### src/rtl/md_issue.sv
// Issue/stall control between the E stage and a multi-cycle multiply/divide unit.
// Tracks the unit through IDLE/PEND/BUSY, handles mfhi/mflo/mthi/mtlo, and guards with a watchdog.
module md_issue (
  input  logic        clk,
  input  logic        reset,
  input  logic        op_valid,
  input  logic [2:0]  op_code,
  input  logic        op_lo,
  input  logic [31:0] rs_val,
  input  logic [31:0] rt_val,
  input  logic        cancel,
  input  logic        md_busy,
  input  logic [31:0] md_hi,
  input  logic [31:0] md_lo,
  output logic [3:0]  md_op,
  output logic [31:0] md_a,
  output logic [31:0] md_b,
  output logic        mt_hi,
  output logic        mt_lo,
  output logic [31:0] mt_data,
  output logic        stall,
  output logic        rd_valid,
  output logic [31:0] rd_data,
  output logic        wd_err
);

  localparam logic [1:0] IDLE = 2'd0;
  localparam logic [1:0] PEND = 2'd1;
  localparam logic [1:0] BUSY = 2'd2;

  logic [1:0] state;
  logic [3:0] wd;
  logic       live;
  logic       idle;
  logic       is_mf;

  assign live  = op_valid && (op_code != 3'd0) && !cancel;
  assign idle  = (state == IDLE);
  assign is_mf = (op_code == 3'd5) || (op_code == 3'd6);

  // Any live op stalls while the unit is in flight; it retries from held inputs.
  always_comb begin
    md_op   = '0;
    md_a    = '0;
    md_b    = '0;
    mt_hi   = 1'b0;
    mt_lo   = 1'b0;
    mt_data = '0;
    stall   = live && !idle;
    if (live && idle) begin
      case (op_code)
        3'd1: md_op = 4'b1000;
        3'd2: md_op = 4'b0100;
        3'd3: md_op = 4'b0010;
        3'd4: md_op = 4'b0001;
        3'd7: begin
          mt_hi   = !op_lo;
          mt_lo   = op_lo;
          mt_data = rs_val;
        end
        default: ;
      endcase
      if (md_op != '0) begin
        md_a = rs_val;
        md_b = rt_val;
      end
    end
  end

  always_ff @(posedge clk) begin
    if (reset) begin
      state    <= IDLE;
      wd       <= '0;
      wd_err   <= 1'b0;
      rd_valid <= 1'b0;
      rd_data  <= '0;
    end else begin
      rd_valid <= live && idle && is_mf;
      if (live && idle && is_mf)
        rd_data <= (op_code == 3'd5) ? md_hi : md_lo;
      case (state)
        IDLE: begin
          wd <= '0;
          if (md_op != '0)
            state <= PEND;
        end
        PEND: begin
          wd    <= '0;
          state <= BUSY;
        end
        BUSY: begin
          wd <= wd + 4'd1;
          if (!md_busy) begin
            state <= IDLE;
          end else if (wd == 4'd14) begin
            // Counter reaches 15 on this edge with the unit still busy.
            wd_err <= 1'b1;
            state  <= IDLE;
          end
        end
        default: state <= IDLE;
      endcase
    end
  end

endmodule

### config.mk
export PLATFORM = sky130hd
export DESIGN_NAME = md_issue
export DESIGN_NICKNAME = d
export VERILOG_FILES = /design/src/rtl/md_issue.sv
export SDC_FILE = /design/constraint.sdc
export NUM_CORES = 1
export LEC_CHECK = 0
export BUFFER_PORTS_ARGS = -buffer_cell sky130_fd_sc_hd__buf_2
export CAP_MARGIN = 10
export CORE_AREA = 2 2 107 109
export CTS_CLUSTER_DIAMETER = 40
export DETAILED_ROUTE_END_ITERATION = 7
export DIE_AREA = 0 0 109 111
export PLACE_DENSITY = 0.6
export SYNTH_ARGS = -nofsm -noshare
export SYNTH_HDL_FRONTEND = slang
export SYNTH_SLANG_ARGS = --single-unit
### constraint.sdc
create_clock -name clk -period 2.25 [get_ports clk]
set_input_delay 0.45 -clock clk [delete_from_list [all_inputs] [get_ports clk]]
set_output_delay 0.45 -clock clk [all_outputs]
set_load 0.05 [all_outputs]
==> summary.txt <==
======================================================================================
Status                                                                    finished clean
Post-Route Skew                                                               5.543 ps
Switching power total                                                        0.7340 mW
Clock tree from TritonCTS                                                         done
Path type of the worst min-delay path                                     primary input to flop
Fraction of power consumed by sequential logic                                   35.1%
Non-filler instance count after layout                                             724
Layout Area Growth over Synthesis                                               72.13%
Total routing resource utilization after global routing                         18.32%
Async S/R FF share, synth                                                           0%
Total global routing overflow                                                        0
Average vias per placed instance                                                 4.651
Main flop type after synthesis                                                 dfxtp_1
Clock sinks                                                                         40
Average wire length per cell after detail routing                             17.05 um
Post-Syn Nets                                                                      451
Buffers added on ports                                                             273
Minimum setup slack after placement                                           22.05 ps
Final setup violating endpoints                                                      0
Largest net degree at the start of global routing                                   66
Total count of max-transition violations in the final report                         0
Worst setup path class                                                    primary input to output port
HPWL Detailed                                                                 9.159 mm
Routed WL                                                                     12.34 mm
Max frequency                                                               0.4487 GHz
DRC violation count after routing                                                    0
Length of the first detailed-routing pass in iterations                              4
Clock slew at the register clock pins of the worst setup and hold paths          50 ps
Clk pwr share                                                                    31.1%
Met3 Usage GRT                                                                  2.939%
Instance count of the mapped netlist                                               312
CTS root buffer                                                              clkbuf_16
Vias in the first global route                                                    3130
Chip Width                                                                      109 um
Synth top area cells                                                      dfxtp_1 (30%), and2_1 (22%), mux2i_1 (12%), a211oi_1 (8.9%), a31oi_1 (7.4%)
Final-stage net count                                                              718
Combinational share of power                                                     33.8%
Highest ir drop seen on vdd                                                   280.3 uV
Top-Level Pins                                                                     274
Clock buffers created by TritonCTS                                                   5
Count of endpoints failing hold in the final timing report                           0
Sequential-to-total area share from yosys stat                                  29.63%
Biggest fanout along the worst timing path                                          32
Antenna violations before repair                                                     2
Worst-skew pair later-pin latency                                               270 ps
# Max-Cap Violations                                                                 0
Synth unique cells                                                                  32
Final std cell area, no fill                                              0.004652 mm2
Die height                                                                      111 um
Gpl congestion                                                                  0.8570
Worst Max-Slew Pin Slew                                                       368.0 ps
Count of flip-flops with a built-in enable after synthesis                           0
Period Utilization, post-route                                                  99.04%
Met1 Use GR                                                                     20.12%
P_int                                                                         1.396 mW
Layer with the highest usage                                                      met2
Number of synthesized register bits                                                 40
Area of the die                                                            0.01210 mm2
PnR worst setup slack                                                         21.58 ps
Most frequent cell after synthesis                                              and2_1
Final critical path time including I/O delays and setup                        2228 ps
Cell area power density                                                   457.8 mW/mm2
Std-Cell Core Area                                                         0.01108 mm2
Critical path data arrival time                                                1780 ps
DRC violation total after the first TritonRoute iteration                          117
Instance area after placement                                             0.004235 mm2
Remaining antenna violation count                                                    0
Max Buffers Root-to-Sink                                                             2
Required time at the worst-slack endpoint                                      1800 ps
Relative slew slack                                                             75.47%
# hold bufs at CTS                                                                   0
CP endpoint kind                                                           output port
Leading cell types by count after synthesis                               and2_1 (97), dfxtp_1 (40), a211oi_1 (32), a31oi_1 (32), mux2i_1 (32)
Power after layout                                                            2.130 mW
Total of warnings raised by yosys                                                    0
Starting utilization of the core area                                           24.40%
Area fraction of the dominant cell type after synthesis                         29.63%
Utilization of the core after routing                                           42.00%
Cell accounting for the most synthesized area                                  dfxtp_1
Total Negative Setup Slacks                                                       0 ps
Fraction of layout cells with a size suffix above 1                             53.71%
Vias after detailed routing                                                       3367
Met2 GRT Util                                                                   34.45%
Final-layout worst hold slack                                                 394.2 ps
Wire length of the first global-routing pass                                  17.15 mm
Net switching fraction of the power                                             34.46%
RSZ-0062 raised after global routing                                              true
Post-placement cell count                                                          709
Cell Rows                                                                           39
Critical Path Source Type                                                 primary input
H-Tree Depth                                                                         2
Post-synth design cell area                                               0.002703 mm2
Average cell area after synthesis                                            8.662 um2
Leakage power                                                                 2.528 nW
======================================================================================
sequential cells by signal (all words and copies together), names as in the netlist:
register / flops
rd_data: 32
rd_valid: 1
state: 2
wd: 4
wd_err: 1
final timing paths:
check / startpoint / end / slack [ps] / cells after the start
setup / recovery: op_code[2] / md_b[11] / 20 / 6
hold / removal: reset / wd_err / 390 / 2
setup reg to reg: state[0] / rd_data[22] / 310 / 7
hold reg to reg: wd_err / wd_err / 490 / 2
timing repair:
item	CTS	global route
pin swaps	2	0
setup buffers	1	0
gates cloned	3	2
gates resized for setup	6	110
setup endpoints to repair	36	97
cell families after synthesis:
logic type | after synthesis | share of synthesized area [%]
XOR/XNOR | 4 | 1.297
buffers and inverters | 36 | 8.843
AND/OR/NAND/NOR | 130 | 30.28
AO/OA/AOI/OAI | 68 | 17.18
adder cells (fa/ha/maj) | 2 | 0.9258
flip-flops | 40 | 29.63
multiplexers | 32 | 11.85
cell type report:
cell class | instances | area (um2)
clock buffers | 6 | 128.9
inverters | 1 | 3.754
multi-input cells | 240 | 1737
fillers | 1142 | 6425
flip-flops and latches | 40 | 800.8
diodes | 2 | 5.005
repair buffers | 291 | 1793
well taps | 143 | 178.9
clock inverters | 1 | 5.005
critical path: stages:
cell,delay (ps)
clkbuf_4,170
or3_4,350
and4_4,220
clkbuf_16,200
and2_1,170
buf_2,200
power by group through the flow:
stage               Sequential [mW]  Combinational (mW)  Clock [mW]
finish                        0.747               0.720       0.663
global route                  0.750               0.765       0.713
CTS                           0.747               0.694       0.682
detailed placement            0.762               0.683           0
global placement              0.761               0.673           0
floorplan                     0.842               0.364           0
layer usage:
layer,vias up,share of wire (%)
li1,1640,-
met1,1568,38
met2,147,54
met3,12,6.1
met4,0,2.0
met5,-,0
placed cells by master, fill, tap and decap left out, types with 2 or more instances in the layout:
master	synthesis	final
nand4b_1	2	2
clkbuf_16	0	6
and2_1	97	96
ha_1	2	2
and4_4	1	5
nor3_2	0	2
mux2i_1	32	32
buf_4	8	49
a211oi_1	32	32
buf_12	0	7
a21oi_1	2	2
nand2_1	3	3
dfxtp_1	40	40
xor2_1	3	2
nor2b_1	5	5
diode_2	0	2
a31oi_1	32	32
buf_6	8	5
nor2_1	10	9
clkbuf_4	0	23
buf_2	11	206
Note: power is estimated with default switching activity, not from simulation.
